`src/rtl/tt_um_ev_counter_gen2.sv`:
```
// Event counter tile: WIDTH-bit up/down counter with prescaler, wrap/saturate, byte load and byte readback.
// Inputs act one cycle after registration; uo_out is combinational from registers. EV_COUNTER_CMP_EN adds compare/match.
module tt_um_ev_counter_gen2 #(
  parameter int WIDTH    = 16,
  parameter int PRESCALE = 1
) (
  input  logic       clk,
  input  logic       rst_n,
  input  logic       ena,
  input  logic [7:0] ui_in,
  output logic [7:0] uo_out,
  input  logic [7:0] uio_in,
  output logic [7:0] uio_out,
  output logic [7:0] uio_oe
);
  localparam int PW = (PRESCALE > 1) ? $clog2(PRESCALE) : 1;
  localparam logic [PW-1:0] PRE_LAST = PW'(PRESCALE - 1);
  localparam logic [WIDTH-1:0] CNT_MAX = '1;

  // Replace byte s of base with d; bytes beyond WIDTH (and byte 3) simply have no bits to hit.
  function automatic logic [WIDTH-1:0] put_byte(input logic [WIDTH-1:0] base,
                                                input logic [1:0] s,
                                                input logic [7:0] d);
    put_byte = base;
    for (int b = 0; b < WIDTH; b++) begin
      if (b / 8 == int'(s)) put_byte[b] = d[b % 8];
    end
  endfunction

  logic [7:0] ui_q, ui_p, uio_q;

  always_ff @(posedge clk or negedge rst_n) begin
    if (!rst_n) begin
      ui_q  <= '0;
      ui_p  <= '0;
      uio_q <= '0;
    end else begin
      ui_q  <= ui_in;
      ui_p  <= ui_q;
      uio_q <= uio_in;
    end
  end

  logic       en_q, dir_q, mode_q;
  logic [1:0] sel;
  logic       clr_rise, load_rise;

  assign en_q      = ui_q[0];
  assign dir_q     = ui_q[1];
  assign mode_q    = ui_q[2];
  assign sel       = ui_q[5:4];
  assign clr_rise  = ui_q[7] & ~ui_p[7];
  assign load_rise = ui_q[3] & ~ui_p[3];

  logic [PW-1:0] pre;
  logic          tick;

  assign tick = ena && en_q && (pre == PRE_LAST);

  always_ff @(posedge clk or negedge rst_n) begin
    if (!rst_n) begin
      pre <= '0;
    end else if (ena) begin
      if (clr_rise)            pre <= '0;
      else if (en_q)           pre <= (pre == PRE_LAST) ? '0 : pre + PW'(1);
    end
  end

  logic [WIDTH-1:0] cnt, cnt_nxt;
  logic             wrap_sticky, wrap_nxt;
  logic             cnt_max, cnt_zero, at_bound;

  assign cnt_max  = (cnt == CNT_MAX);
  assign cnt_zero = (cnt == '0);
  assign at_bound = dir_q ? cnt_max : cnt_zero;

  // A load or clear strobe consumes the cycle, so a coincident tick is dropped.
  always_comb begin
    cnt_nxt  = cnt;
    wrap_nxt = wrap_sticky;
    if (clr_rise) begin
      cnt_nxt  = '0;
      wrap_nxt = 1'b0;
    end else if (load_rise) begin
      cnt_nxt = put_byte(cnt, sel, uio_q);
    end else if (tick) begin
      if (dir_q) begin
        if (!cnt_max) begin
          cnt_nxt = cnt + WIDTH'(1);
        end else if (!mode_q) begin
          cnt_nxt  = '0;
          wrap_nxt = 1'b1;
        end
      end else begin
        if (!cnt_zero) begin
          cnt_nxt = cnt - WIDTH'(1);
        end else if (!mode_q) begin
          cnt_nxt  = CNT_MAX;
          wrap_nxt = 1'b1;
        end
      end
    end
  end

  always_ff @(posedge clk or negedge rst_n) begin
    if (!rst_n) begin
      cnt         <= '0;
      wrap_sticky <= 1'b0;
    end else if (ena) begin
      cnt         <= cnt_nxt;
      wrap_sticky <= wrap_nxt;
    end
  end

  logic match, match_sticky;

`ifdef EV_COUNTER_CMP_EN
  logic [WIDTH-1:0] cmp;
  logic             cmpw_rise;
  logic [4:0]       unused_p;

  assign cmpw_rise = ui_q[6] & ~ui_p[6];
  assign match     = (cnt == cmp);
  assign unused_p  = {ui_p[5:4], ui_p[2:0]};

  always_ff @(posedge clk or negedge rst_n) begin
    if (!rst_n) begin
      cmp          <= '1;
      match_sticky <= 1'b0;
    end else if (ena) begin
      if (cmpw_rise) cmp <= put_byte(cmp, sel, uio_q);
      if (clr_rise)      match_sticky <= 1'b0;
      else if (match)    match_sticky <= 1'b1;
    end
  end
`else
  logic [6:0] unused_p;

  assign match        = 1'b0;
  assign match_sticky = 1'b0;
  assign unused_p     = {ui_q[6], ui_p[6:4], ui_p[2:0]};
`endif

  logic [23:0] cnt_ext;
  assign cnt_ext = 24'(cnt);

  always_comb begin
    case (sel)
      2'd0:    uo_out = cnt_ext[7:0];
      2'd1:    uo_out = cnt_ext[15:8];
      2'd2:    uo_out = cnt_ext[23:16];
      default: uo_out = {1'b0, en_q, mode_q, dir_q, at_bound, wrap_sticky, match_sticky, match};
    endcase
  end

  assign uio_out = 8'h00;
  assign uio_oe  = 8'h00;

endmodule
```
`config.mk`:
```
export PLATFORM = sky130hd
export DESIGN_NAME = tt_um_ev_counter_gen2
export DESIGN_NICKNAME = d
export VERILOG_FILES = /design/src/rtl/tt_um_ev_counter_gen2.sv
export SDC_FILE = /design/constraint.sdc
export NUM_CORES = 1
export LEC_CHECK = 0
export CORE_MARGIN = 2
export CORE_UTILIZATION = 50
export CTS_CLUSTER_SIZE = 8
export DETAILED_ROUTE_END_ITERATION = 10
export GPL_TIMING_DRIVEN = 0
export MAX_ROUTING_LAYER = met4
export PLACE_DENSITY = 0.77
export SETUP_SLACK_MARGIN = 0.2
export SYNTH_ARGS = -nofsm -noshare
export SYNTH_HDL_FRONTEND = slang
export SYNTH_SLANG_ARGS = --single-unit
export TNS_END_PERCENT = 30
```
`constraint.sdc`:
```
create_clock -name clk -period 4.1 [get_ports clk]
set_clock_uncertainty 0.1 [all_clocks]
set_input_delay 1.025 -clock clk [delete_from_list [all_inputs] [get_ports clk]]
set_output_delay 1.025 -clock clk [all_outputs]
set_load 0.01 [all_outputs]
```
==> impl_metrics.py, run 1 <==
metrics = {
    "drt": {
        "postRouteAntennaNets": 0,
        "initial_drt_pass_iterations": 7,
        "drt-initial-drc-count": 272,
        "num_vias": 2379,
        "routedWlPerCell_um": 18.3,
        "postRouteWirelength_um": 7100,
        "detail_route.vias_per_cell": 6.13,
        "route.detailed.drc": 0,
    },
    "logic_synthesis": {
        "postSynthAreaPerCell_um2": 8.50,
        "synth_xor_xnor_area_share": 0.0687,
        "synth_simple_gate_area_frac": 0.207,
        "synth-async-reset-ratio": 1.00,
        "yosysWarnings": 0,
        "ys_seq_elements": 34,
        "synth_cell_types": 50,
        "synth_edf_count": 0,
        "dominant_combinational_cell_family_by_area_after_synthesis": "compound AO/OA/AOI/OAI gates",
        "synth_compound_gate_area_share": 0.216,
        "yosys.area_share.adder": 0.0155,
        "mapped_cell_area_um2": 2420,
        "muxShareOfSynthArea": 0.0372,
        "synth_ff_type": "sky130_fd_sc_hd__dfrtp_1",
        "synthesis.instances": 285,
        "synth_seq_area_share": 0.351,
    },
    "clock_tree": {
        "cts-root-buf": "sky130_fd_sc_hd__clkbuf_8",
        "max-clock-path-buffers": 2,
        "cts_max_level": 2,
        "clk_lat_worst_skew_ns": 0.30,
        "cts_tree": "yes",
        "clock_sink_count": 34,
        "clkTransAtPathRegs_ns": 0.08,
        "tritoncts.num_buffers": 5,
    },
    "setup_path": {
        "r2r_start": "cnt[0]",
        "crit_path_max_fanout": 9,
        "timing.rr.end": "cnt[2]",
        "startpoint_class": "flip-flop",
        "r2r_slack_ns": 1.35,
        "critPathCaptureType": "output port",
        "criticalPathCategory": "flip-flop to output port",
        "worst_ep_arrival_ns": 2.61,
        "reg2regPathDepth": 8,
        "timing.critical_path.required_ns": 2.97,
    },
    "timing": {
        "min_period_ns": 3.74,
        "fin_hold_ws_ns": 0.298,
        "worst_pin_slew_ns": 0.749,
        "achievable-frequency_mhz": 268,
        "slew_violations": 0,
        "layout_worst_path_cycle_share": 0.911,
        "max-slew-margin-rel": 0.501,
        "rsz_0062_raised_after_global_routing": "no",
        "final-hold-violation-count": 0,
        "report.final.setup_viol": 0,
    },
    "grt": {
        "number_of_antenna_violations_at_the_first_check_in_global_routing": 0,
        "grt_overflow_total": 0,
        "vias_in_the_first_global_route": 2168,
        "grt_start_max_net_pins": 35,
        "grt_usage": 0.285,
        "grt_pass1_wl_um": 11100,
    },
    "place": {
        "dp.cells": 379,
        "io_buffers": 25,
        "post-dp-hpwl_um": 4940,
        "place.gp.congestion": 1.05,
    },
    "floorplan": {
        "initial_core_util": 0.517,
        "design.core.area_um2": 4690,
        "rows": 25,
        "fp.dieW_um": 73.6,
        "floorplan.io_pins": 43,
        "dieArea_um2": 5420,
        "die_height_um": 73.6,
    },
    "min_path": {
        "worstHoldStart": "ui_q[3]",
        "worst_hold_path.endpoint": "ui_p[3]",
        "min_path_type": "flip-flop to flip-flop",
        "worstHoldPathCells": 0,
    },
    "status": {
        "outcome": "finished clean",
    },
    "power_and_ir_drop": {
        "peakVddDrop_mv": 0.264,
        "switching_power_mw": 0.493,
        "p_leak_nw": 1.19,
        "seq_power_share": 0.350,
        "pwr-share-clk": 0.221,
        "power_frac_comb": 0.429,
        "power_density_nw_per_um2": 419,
        "netSwitchingFraction": 0.399,
        "internal_power_of_the_cells_mw": 0.741,
    },
    "final_layout": {
        "post_layout_nonfiller_instances": 388,
        "layout.cells.most_common_list": "sky130_fd_sc_hd__dfrtp_1 (32), sky130_fd_sc_hd__nand2_1 (23), sky130_fd_sc_hd__clkdlybuf4s50_1 (23), sky130_fd_sc_hd__o21ai_0 (21), sky130_fd_sc_hd__a21oi_1 (20)",
        "mostFrequentLayoutCell": "sky130_fd_sc_hd__dfrtp_1",
        "filler_cell_count": 412,
        "antenna_cells_inserted": 0,
        "area_growth_pct": 21.4,
        "layout.nets": 355,
        "fraction_of_final_layout_cells_sized_beyond_drive_strength_1": 0.153,
    },
    "run": {
        "max_cap_viol_count": 0,
    },
}
worst max-delay path by stage:
stage          startpoint         to
3_3_place_gp       cnt[5]  uo_out[3]
4_1_cts            cnt[0]  uo_out[3]
5_1_grt            cnt[0]  uo_out[3]
2_1_floorplan      cnt[0]  uo_out[3]
6_report           cnt[8]  uo_out[3]
3_5_place_dp       cnt[5]  uo_out[3]
kinds of logic (layout without fill, tap and decap cells):
kind of cell,after synthesis,count (layout)
buffers and inverters,47,81
flip-flops,34,34
XOR/XNOR,19,19
AND/OR/NAND/NOR,92,92
multiplexers,9,9
adder cells (fa/ha/maj),3,3
other,1,16
AO/OA/AOI/OAI,80,80
synthesized netlist by cell type, types with 2 or more instances:
| library cell | count | area (um^2) |
|---|---|---|
| sky130_fd_sc_hd__a221o_1 | 3 | 30.0 |
| sky130_fd_sc_hd__nor2_1 | 14 | 52.6 |
| sky130_fd_sc_hd__nand3_1 | 13 | 65.1 |
| sky130_fd_sc_hd__a21oi_1 | 20 | 100 |
| sky130_fd_sc_hd__a31o_2 | 2 | 17.5 |
| sky130_fd_sc_hd__a221oi_1 | 4 | 35.0 |
| sky130_fd_sc_hd__buf_4 | 16 | 120 |
| sky130_fd_sc_hd__o31ai_1 | 6 | 45.0 |
| sky130_fd_sc_hd__xnor2_1 | 10 | 87.6 |
| sky130_fd_sc_hd__and4_1 | 6 | 52.6 |
| sky130_fd_sc_hd__and2_1 | 2 | 12.5 |
| sky130_fd_sc_hd__a31oi_1 | 8 | 50.1 |
| sky130_fd_sc_hd__inv_1 | 5 | 18.8 |
| sky130_fd_sc_hd__a311o_1 | 2 | 20.0 |
| sky130_fd_sc_hd__o21ai_0 | 21 | 105 |
| sky130_fd_sc_hd__buf_2 | 5 | 25.0 |
| sky130_fd_sc_hd__nand2b_1 | 3 | 18.8 |
| sky130_fd_sc_hd__nor4_1 | 3 | 18.8 |
| sky130_fd_sc_hd__nand2_1 | 23 | 86.3 |
| sky130_fd_sc_hd__nor3_1 | 9 | 45.0 |
| sky130_fd_sc_hd__mux2i_1 | 9 | 90.1 |
| sky130_fd_sc_hd__ha_1 | 3 | 37.5 |
| sky130_fd_sc_hd__o22a_1 | 3 | 26.3 |
| sky130_fd_sc_hd__or3_1 | 2 | 12.5 |
| sky130_fd_sc_hd__a211oi_1 | 2 | 15.0 |
| sky130_fd_sc_hd__buf_1 | 2 | 7.51 |
| sky130_fd_sc_hd__dfrtp_1 | 34 | 851 |
| sky130_fd_sc_hd__nor2b_1 | 2 | 12.5 |
| sky130_fd_sc_hd__nand4_1 | 7 | 43.8 |
| sky130_fd_sc_hd__xor2_1 | 9 | 78.8 |
| sky130_fd_sc_hd__clkbuf_1 | 18 | 67.6 |
power groups by stage:
stage          combinational, mW  clock, mW  sequential, mW
2_1_floorplan              0.359          0           0.416
3_3_place_gp               0.492          0           0.428
3_5_place_dp               0.493          0           0.430
4_1_cts                    0.509      0.275           0.427
5_1_grt                    0.576      0.290           0.439
6_report                   0.529      0.273           0.432
metal layers:
| layer | vias to the layer above | wire length (um) | global-route usage |
|---|---|---|---|
| met1 | 1096 | 2850 | 0.384 |
| met5 | - | 0 | - |
| met2 | 159 | 3150 | 0.406 |
| met3 | 31 | 819 | 0.0604 |
| met4 | 0 | 282 | 0.135 |
| li1 | 1093 | - | - |
registers in the layout, indices dropped and copies added, names as in the netlist:
register	cells
cnt	16
uio_q	8
ui_q	7
ui_p	2
wrap_sticky	1
per-stage QoR:
stage	setup slack (ns)	util	cell area [um^2]	power, mW	TNS, ns
2_1_floorplan	1.08	-	2480	0.775	0
3_3_place_gp	-0.0780	0.596	2800	0.919	-0.0780
3_5_place_dp	-0.0619	0.595	2790	0.923	-0.0619
4_1_cts	0.304	0.622	2920	1.21	0
5_1_grt	0.202	0.627	2940	1.31	0
6_report	0.364	0.627	2940	1.23	0
final cells by class:
cell class | count | area, um^2 | area share
well taps | 54 | 67.6 | 0.0230
clock inverters | 2 | 12.5 | 0.00425
flip-flops and latches | 34 | 853 | 0.290
clock buffers | 6 | 82.6 | 0.0281
multi-input cells | 219 | 1420 | 0.482
inverters | 5 | 18.8 | 0.00638
repair buffers | 26 | 251 | 0.0855
plain buffers | 42 | 238 | 0.0808
repair_timing:
action	CTS	global route
endpoints found under the setup margin	1	1
gates resized for setup	8	9
pin swaps	1	0
hold buffers	0	0
buffers inserted	1	0
critical path, cell delays in order, from the launching register on:
cell and delay [ns]:
sky130_fd_sc_hd__dfrtp_1 0.33, sky130_fd_sc_hd__clkbuf_1 0.40, sky130_fd_sc_hd__and4_1 0.38, sky130_fd_sc_hd__and3_1 0.32, sky130_fd_sc_hd__nand2_1 0.16, sky130_fd_sc_hd__a21oi_1 0.22, sky130_fd_sc_hd__nand3_1 0.09, sky130_fd_sc_hd__o21ai_0 0.12
sky130_fd_sc_hd__dlygate4sd2_1 0.30
Power figures use the tool's default switching activity.
==> run 2, diff against run 1 <==
--- a/config.mk
+++ b/config.mk
@@ -6,4 +6,5 @@
 export NUM_CORES = 1
 export LEC_CHECK = 0
+export CAP_MARGIN = 0
 export CORE_MARGIN = 2
 export CORE_UTILIZATION = 50
==> constraint.sdc (replaced) <==
create_clock -name clk -period 4.1 [get_ports clk]
set_clock_uncertainty 0.1 [all_clocks]
set_input_delay 1.025 -clock clk [delete_from_list [all_inputs] [get_ports clk]]
set_output_delay 1.025 -clock clk [all_outputs]
set_load 0.005 [all_outputs]
==> impl_metrics.py, run 2 (synthesis results as in run 1) <==
metrics = {
    "place": {
        "io_buffers": 25,
        "place.gp.congestion": 1.05,
        "place_ws_ns": -0.0270,
        "post-dp-hpwl_um": 4940,
        "dp.cells": 379,
        "detailed_place.area_um2": 2790,
    },
    "power_and_ir_drop": {
        "seq_power_share": 0.352,
        "power_density_nw_per_um2": 414,
        "peakVddDrop_mv": 0.261,
        "p_leak_nw": 1.19,
        "switching_power_mw": 0.478,
        "internal_power_of_the_cells_mw": 0.739,
        "pwr-share-clk": 0.223,
        "netSwitchingFraction": 0.393,
        "power_frac_comb": 0.424,
    },
    "floorplan": {
        "dieArea_um2": 5420,
        "design.core.area_um2": 4690,
        "die_height_um": 73.6,
        "rows": 25,
        "initial_core_util": 0.517,
        "fp.dieW_um": 73.6,
        "floorplan.io_pins": 43,
    },
    "setup_path": {
        "critPathCaptureType": "output port",
        "worst_path_dominant_cell_family": "simple AND/OR/NAND/NOR gates",
        "crit_path_max_fanout": 9,
        "startpoint_class": "flip-flop",
        "crit_chain": "clkbuf_1 -> and4_1 -> and3_1 -> nand2_1 -> a21oi_1 -> nand3_1 -> o21ai_0 -> dlygate4sd2_1",
        "timing.critical_path.required_ns": 2.97,
        "worst_ep_arrival_ns": 2.57,
        "critical_path.slowest_cell": "sky130_fd_sc_hd__clkbuf_1",
        "cpPeakStageDelay_ns": 0.39,
        "worst_path_buffer_plus_inverter_count": 2,
        "criticalPathCategory": "flip-flop to output port",
    },
    "clock_tree": {
        "max-clock-path-buffers": 2,
        "cts_max_level": 2,
        "cts-root-buf": "sky130_fd_sc_hd__clkbuf_8",
        "tritoncts.num_buffers": 5,
        "clk_lat_worst_skew_ns": 0.29,
        "clkTransAtPathRegs_ns": 0.08,
        "cts_tree": "yes",
        "cts_hold_repair.buffers": 0,
        "clock_sink_count": 34,
    },
    "final_layout": {
        "layout.cells.most_common_list": "sky130_fd_sc_hd__dfrtp_1 (33), sky130_fd_sc_hd__nand2_1 (23), sky130_fd_sc_hd__clkdlybuf4s50_1 (23), sky130_fd_sc_hd__o21ai_0 (21), sky130_fd_sc_hd__a21oi_1 (20)",
        "top_register": "cnt",
        "mostFrequentLayoutCell": "sky130_fd_sc_hd__dfrtp_1",
        "fraction_of_final_layout_cells_sized_beyond_drive_strength_1": 0.150,
        "layout.nets": 355,
        "post_layout_nonfiller_instances": 388,
        "finish.instance_area_um2": 2940,
        "largest_reg_flops": 16,
        "largestRegisters": "cnt x16, uio_q x8, ui_q x7",
        "antenna_cells_inserted": 0,
        "area_growth_pct": 21.3,
    },
    "grt": {
        "vias_in_the_first_global_route": 2176,
        "grt_overflow_total": 0,
        "grt_pass1_wl_um": 11100,
        "grt_usage": 0.286,
        "number_of_antenna_violations_at_the_first_check_in_global_routing": 0,
        "grt_start_max_net_pins": 35,
    },
    "timing": {
        "min_period_ns": 3.69,
        "fin_hold_ws_ns": 0.298,
        "setup_tns_ns": 0,
        "final-hold-violation-count": 0,
        "postLayoutSetupSlackWorst_ns": 0.406,
        "layout_worst_path_cycle_share": 0.901,
        "worst_pin_slew_ns": 0.745,
        "rsz_0062_raised_after_global_routing": "no",
        "max-slew-margin-rel": 0.503,
        "slew_violations": 0,
        "achievable-frequency_mhz": 271,
        "report.final.setup_viol": 0,
    },
    "min_path": {
        "min_path_type": "flip-flop to flip-flop",
    },
    "drt": {
        "num_vias": 2356,
        "routedWlPerCell_um": 18.0,
        "initial_drt_pass_iterations": 5,
        "postRouteWirelength_um": 6970,
        "drt-initial-drc-count": 301,
        "postRouteAntennaNets": 0,
        "detail_route.vias_per_cell": 6.07,
        "route.detailed.drc": 0,
    },
    "status": {
        "outcome": "finished clean",
    },
    "run": {
        "max_cap_viol_count": 0,
    },
}
[run 2: cell count changes in the layout (fill, tap and decap cells not counted)]
| cell | previous run | this run |
|---|---|---|
| sky130_fd_sc_hd__clkbuf_4 | 1 | 0 |
| sky130_fd_sc_hd__nor4_2 | 0 | 1 |
| sky130_fd_sc_hd__dfrtp_1 | 32 | 33 |
| sky130_fd_sc_hd__nor4_4 | 3 | 2 |
| sky130_fd_sc_hd__clkbuf_8 | 6 | 7 |
| sky130_fd_sc_hd__dfrtp_2 | 2 | 1 |
[run 2: per-layer routing]
| layer | track usage | part of all wire |
|---|---|---|
| met1 | 0.386 | 0.41 |
| met2 | 0.408 | 0.44 |
| met5 | - | 0 |
| met4 | 0.139 | 0.042 |
| met3 | 0.0604 | 0.11 |
[run 2: repair_timing]
item	CTS	global route
gates resized for setup	13	1
pin swaps	2	0
setup endpoints to repair	1	1
setup buffers	1	0
[run 2: area by class of cell]
type                            count  area, um^2
Multi-Input combinational cell    219        1410
Fill cell                         410        1750
Tap cell                           54        67.6
Inverter                            5        18.8
Clock buffer                        6        82.6
Buffer                             42         244
Sequential cell                    34         852
Timing Repair Buffer               26         251
Clock inverter                      2        12.5
[run 2: worst paths after layout]
path,slack [ns],startpoint,to,cells past startpoint
min in group asynchronous,0.69,rst_n,cnt[8],1
worst max-delay path,0.41,cnt[8],uo_out[3],8
worst min register to register,0.30,ui_q[3],ui_p[3],0
max in group asynchronous,2.69,rst_n,cnt[0],1
worst min-delay path,0.30,ui_q[3],ui_p[3],0
worst max register to register,1.33,cnt[1],cnt[2],8
[run 2: per-stage QoR]
step           power (mW)   util
3_5_place_dp        0.914  0.595
2_1_floorplan       0.767      -
3_3_place_gp        0.911  0.596
4_1_cts              1.21  0.626
6_report             1.22  0.626
5_1_grt              1.29  0.626
[run 2: power groups by stage]
stage | clock (mW) | combinational (mW) | sequential, mW
floorplan | 0 | 0.351 | 0.416
CTS | 0.275 | 0.506 | 0.428
detailed placement | 0 | 0.484 | 0.430
global route | 0.290 | 0.566 | 0.436
global placement | 0 | 0.483 | 0.428
finish | 0.272 | 0.517 | 0.429
==> run 3, diff against run 2 <==
Settings changed: CORE_ASPECT_RATIO set to 0.9.
Clock period 4.1 ns to 4.6 ns, I/O delays scaled along.
==> impl_metrics.py, run 3 (synthesis results as in run 1) <==
metrics = {
    "floorplan": {
        "rows": 24,
        "initial_core_util": 0.511,
        "floorplan.io_pins": 43,
        "design.core.area_um2": 4740,
        "die_height_um": 70.1,
        "dieArea_um2": 5420,
        "fp.dieW_um": 77.4,
    },
    "final_layout": {
        "layout.cells.most_common_list": "sky130_fd_sc_hd__dfrtp_1 (34), sky130_fd_sc_hd__clkdlybuf4s50_1 (24), sky130_fd_sc_hd__nand2_1 (23), sky130_fd_sc_hd__o21ai_0 (21), sky130_fd_sc_hd__a21oi_1 (19)",
        "largest_reg_flops": 16,
        "filler_cell_count": 444,
        "postLayoutCoreUtil": 0.624,
        "largestRegisters": "cnt x16, uio_q x8, ui_q x7",
        "fraction_of_final_layout_cells_sized_beyond_drive_strength_1": 0.132,
        "mostFrequentLayoutCell": "sky130_fd_sc_hd__dfrtp_1",
        "antenna_cells_inserted": 0,
        "area_growth_pct": 22.3,
        "layout.nets": 354,
        "top_register": "cnt",
    },
    "status": {
        "outcome": "finished clean",
    },
    "timing": {
        "slew_violations": 0,
        "max-slew-margin-rel": 0.500,
        "final-hold-violation-count": 0,
        "achievable-frequency_mhz": 235,
        "fin_hold_ws_ns": 0.297,
        "layout_worst_path_cycle_share": 0.923,
        "worst_pin_slew_ns": 0.750,
        "report.final.setup_viol": 0,
        "rsz_0062_raised_after_global_routing": "no",
        "setup_tns_ns": 0,
        "min_period_ns": 4.25,
    },
    "setup_path": {
        "timing.critical_path.required_ns": 3.35,
        "worst_path_buffer_plus_inverter_count": 3,
        "reg2regPathDepth": 8,
        "critPathCaptureType": "output port",
        "r2r_start": "cnt[0]",
        "timing.rr.end": "cnt[7]",
        "startpoint_class": "flip-flop",
        "worst_ep_arrival_ns": 3.00,
        "cpPeakStageDelay_ns": 0.54,
        "worst_path_dominant_cell_family": "buffers and inverters",
        "criticalPathCategory": "flip-flop to output port",
        "crit_path_max_fanout": 10,
        "r2r_slack_ns": 1.61,
        "crit_chain": "inv_1 -> ha_1 -> nor4b_1 -> and4_4 -> nor2_2 -> buf_2 -> a21oi_2 -> nand3_1 -> o21ai_0 -> clkdlybuf4s50_1",
        "critical_path.slowest_cell": "sky130_fd_sc_hd__clkdlybuf4s50_1",
    },
    "place": {
        "post-dp-hpwl_um": 5190,
        "io_buffers": 25,
        "place.gp.congestion": 0.977,
    },
    "min_path": {
        "worstHoldPathCells": 0,
        "min_path_type": "flip-flop to flip-flop",
        "worstHoldStart": "ui_q[7]",
        "worst_hold_path.endpoint": "ui_p[7]",
    },
    "clock_tree": {
        "cts_hold_repair.buffers": 0,
        "tritoncts.num_buffers": 5,
        "cts-root-buf": "sky130_fd_sc_hd__clkbuf_8",
        "cts_tree": "yes",
        "postCtsSetupBuffers": 0,
        "clkTransAtPathRegs_ns": 0.07,
        "max-clock-path-buffers": 2,
        "clock_sink_count": 34,
        "clk_lat_worst_skew_ns": 0.30,
        "cts_max_level": 2,
    },
    "drt": {
        "drt-initial-drc-count": 315,
        "route.detailed.drc": 0,
        "initial_drt_pass_iterations": 5,
        "num_vias": 2337,
        "routedWlPerCell_um": 18.2,
        "postRouteAntennaNets": 0,
        "postRouteWirelength_um": 7260,
        "detail_route.vias_per_cell": 5.87,
    },
    "power_and_ir_drop": {
        "peakVddDrop_mv": 0.252,
        "power_frac_comb": 0.390,
        "internal_power_of_the_cells_mw": 0.749,
        "seq_power_share": 0.323,
        "switching_power_mw": 0.430,
        "power_density_nw_per_um2": 398,
        "p_leak_nw": 1.19,
        "pwr-share-clk": 0.288,
        "netSwitchingFraction": 0.365,
    },
    "grt": {
        "grt_start_max_net_pins": 35,
        "grt_pass1_wl_um": 11400,
        "vias_in_the_first_global_route": 2148,
        "grt_overflow_total": 0,
        "number_of_antenna_violations_at_the_first_check_in_global_routing": 0,
        "grt_usage": 0.284,
    },
    "run": {
        "max_cap_viol_count": 0,
    },
}
[run 3: cell count changes in the layout (fill, tap and decap cells not counted), moves of 2 or more]
cell                        previous run  this run
sky130_fd_sc_hd__clkbuf_1             15        17
sky130_fd_sc_hd__clkbuf_2              2         0
sky130_fd_sc_hd__clkbuf_8              7         5
sky130_fd_sc_hd__bufinv_16             0         2
[run 3: power by group through the flow]
stage / registers, mW / clock network (mW) / logic (mW)
3_5_place_dp: 0.383 / 0 / 0.440
2_1_floorplan: 0.371 / 0 / 0.313
4_1_cts: 0.379 / 0.341 / 0.449
3_3_place_gp: 0.381 / 0 / 0.436
6_report: 0.380 / 0.339 / 0.459
5_1_grt: 0.387 / 0.353 / 0.498
[run 3: how the worst max path moves through the flow]
| stage | from | endpoint | slack [ns] | cells past startpoint |
|---|---|---|---|---|
| 2_1_floorplan | cnt[0] | uo_out[3] | 1.50 | 9 |
| 3_3_place_gp | cnt[5] | uo_out[3] | 0.22 | 9 |
| 3_5_place_dp | cnt[5] | uo_out[3] | 0.28 | 9 |
| 4_1_cts | cnt[0] | uo_out[3] | 0.23 | 10 |
| 5_1_grt | cnt[0] | uo_out[3] | 0.23 | 10 |
| 6_report | cnt[0] | uo_out[3] | 0.35 | 10 |
[run 3: per-stage QoR]
stage / setup WS [ns] / cells / area (um^2) / power, mW
2_1_floorplan: 1.50 / 300 / 2480 / 0.684
3_3_place_gp: 0.221 / 390 / 2810 / 0.817
3_5_place_dp: 0.279 / 390 / 2810 / 0.824
4_1_cts: 0.229 / 398 / 2960 / 1.17
5_1_grt: 0.230 / 398 / 2960 / 1.24
6_report: 0.352 / 398 / 2960 / 1.18
[run 3: area by class of cell]
cell class / count / area [um^2] / share of cell area
clock inverters: 3 / 68.8 / 0.0232
inverters: 5 / 18.8 / 0.00633
repair buffers: 25 / 245 / 0.0828
multi-input cells: 219 / 1400 / 0.471
flip-flops and latches: 34 / 851 / 0.287
clock buffers: 5 / 68.8 / 0.0232
plain buffers: 42 / 233 / 0.0785
well taps: 65 / 81.3 / 0.0274
[run 3: worst register-to-register path: stages, from the launching register on]
cell                      delay (ns)
sky130_fd_sc_hd__dfrtp_1        0.51
sky130_fd_sc_hd__inv_1          0.14
sky130_fd_sc_hd__ha_1           0.25
sky130_fd_sc_hd__nor4b_1        0.16
sky130_fd_sc_hd__and4_4         0.26
sky130_fd_sc_hd__a21oi_1        0.43
sky130_fd_sc_hd__nand3_1        0.45
sky130_fd_sc_hd__buf_2          0.35
sky130_fd_sc_hd__o31ai_1        0.26
[run 3: timing repair]
action / 4_1_cts / 5_1_grt
hold endpoints to repair: 0 / 0
setup endpoints to repair: 1 / 1
resized for setup: 3 / 4
[run 3: per-layer routing]
layer,GRT usage,routed length (um),vias to the layer above
li1,-,-,1092
met1,0.388,3110,1077
met2,0.425,3320,144
met3,0.0517,603,24
met4,0.105,222,0
met5,-,0,-
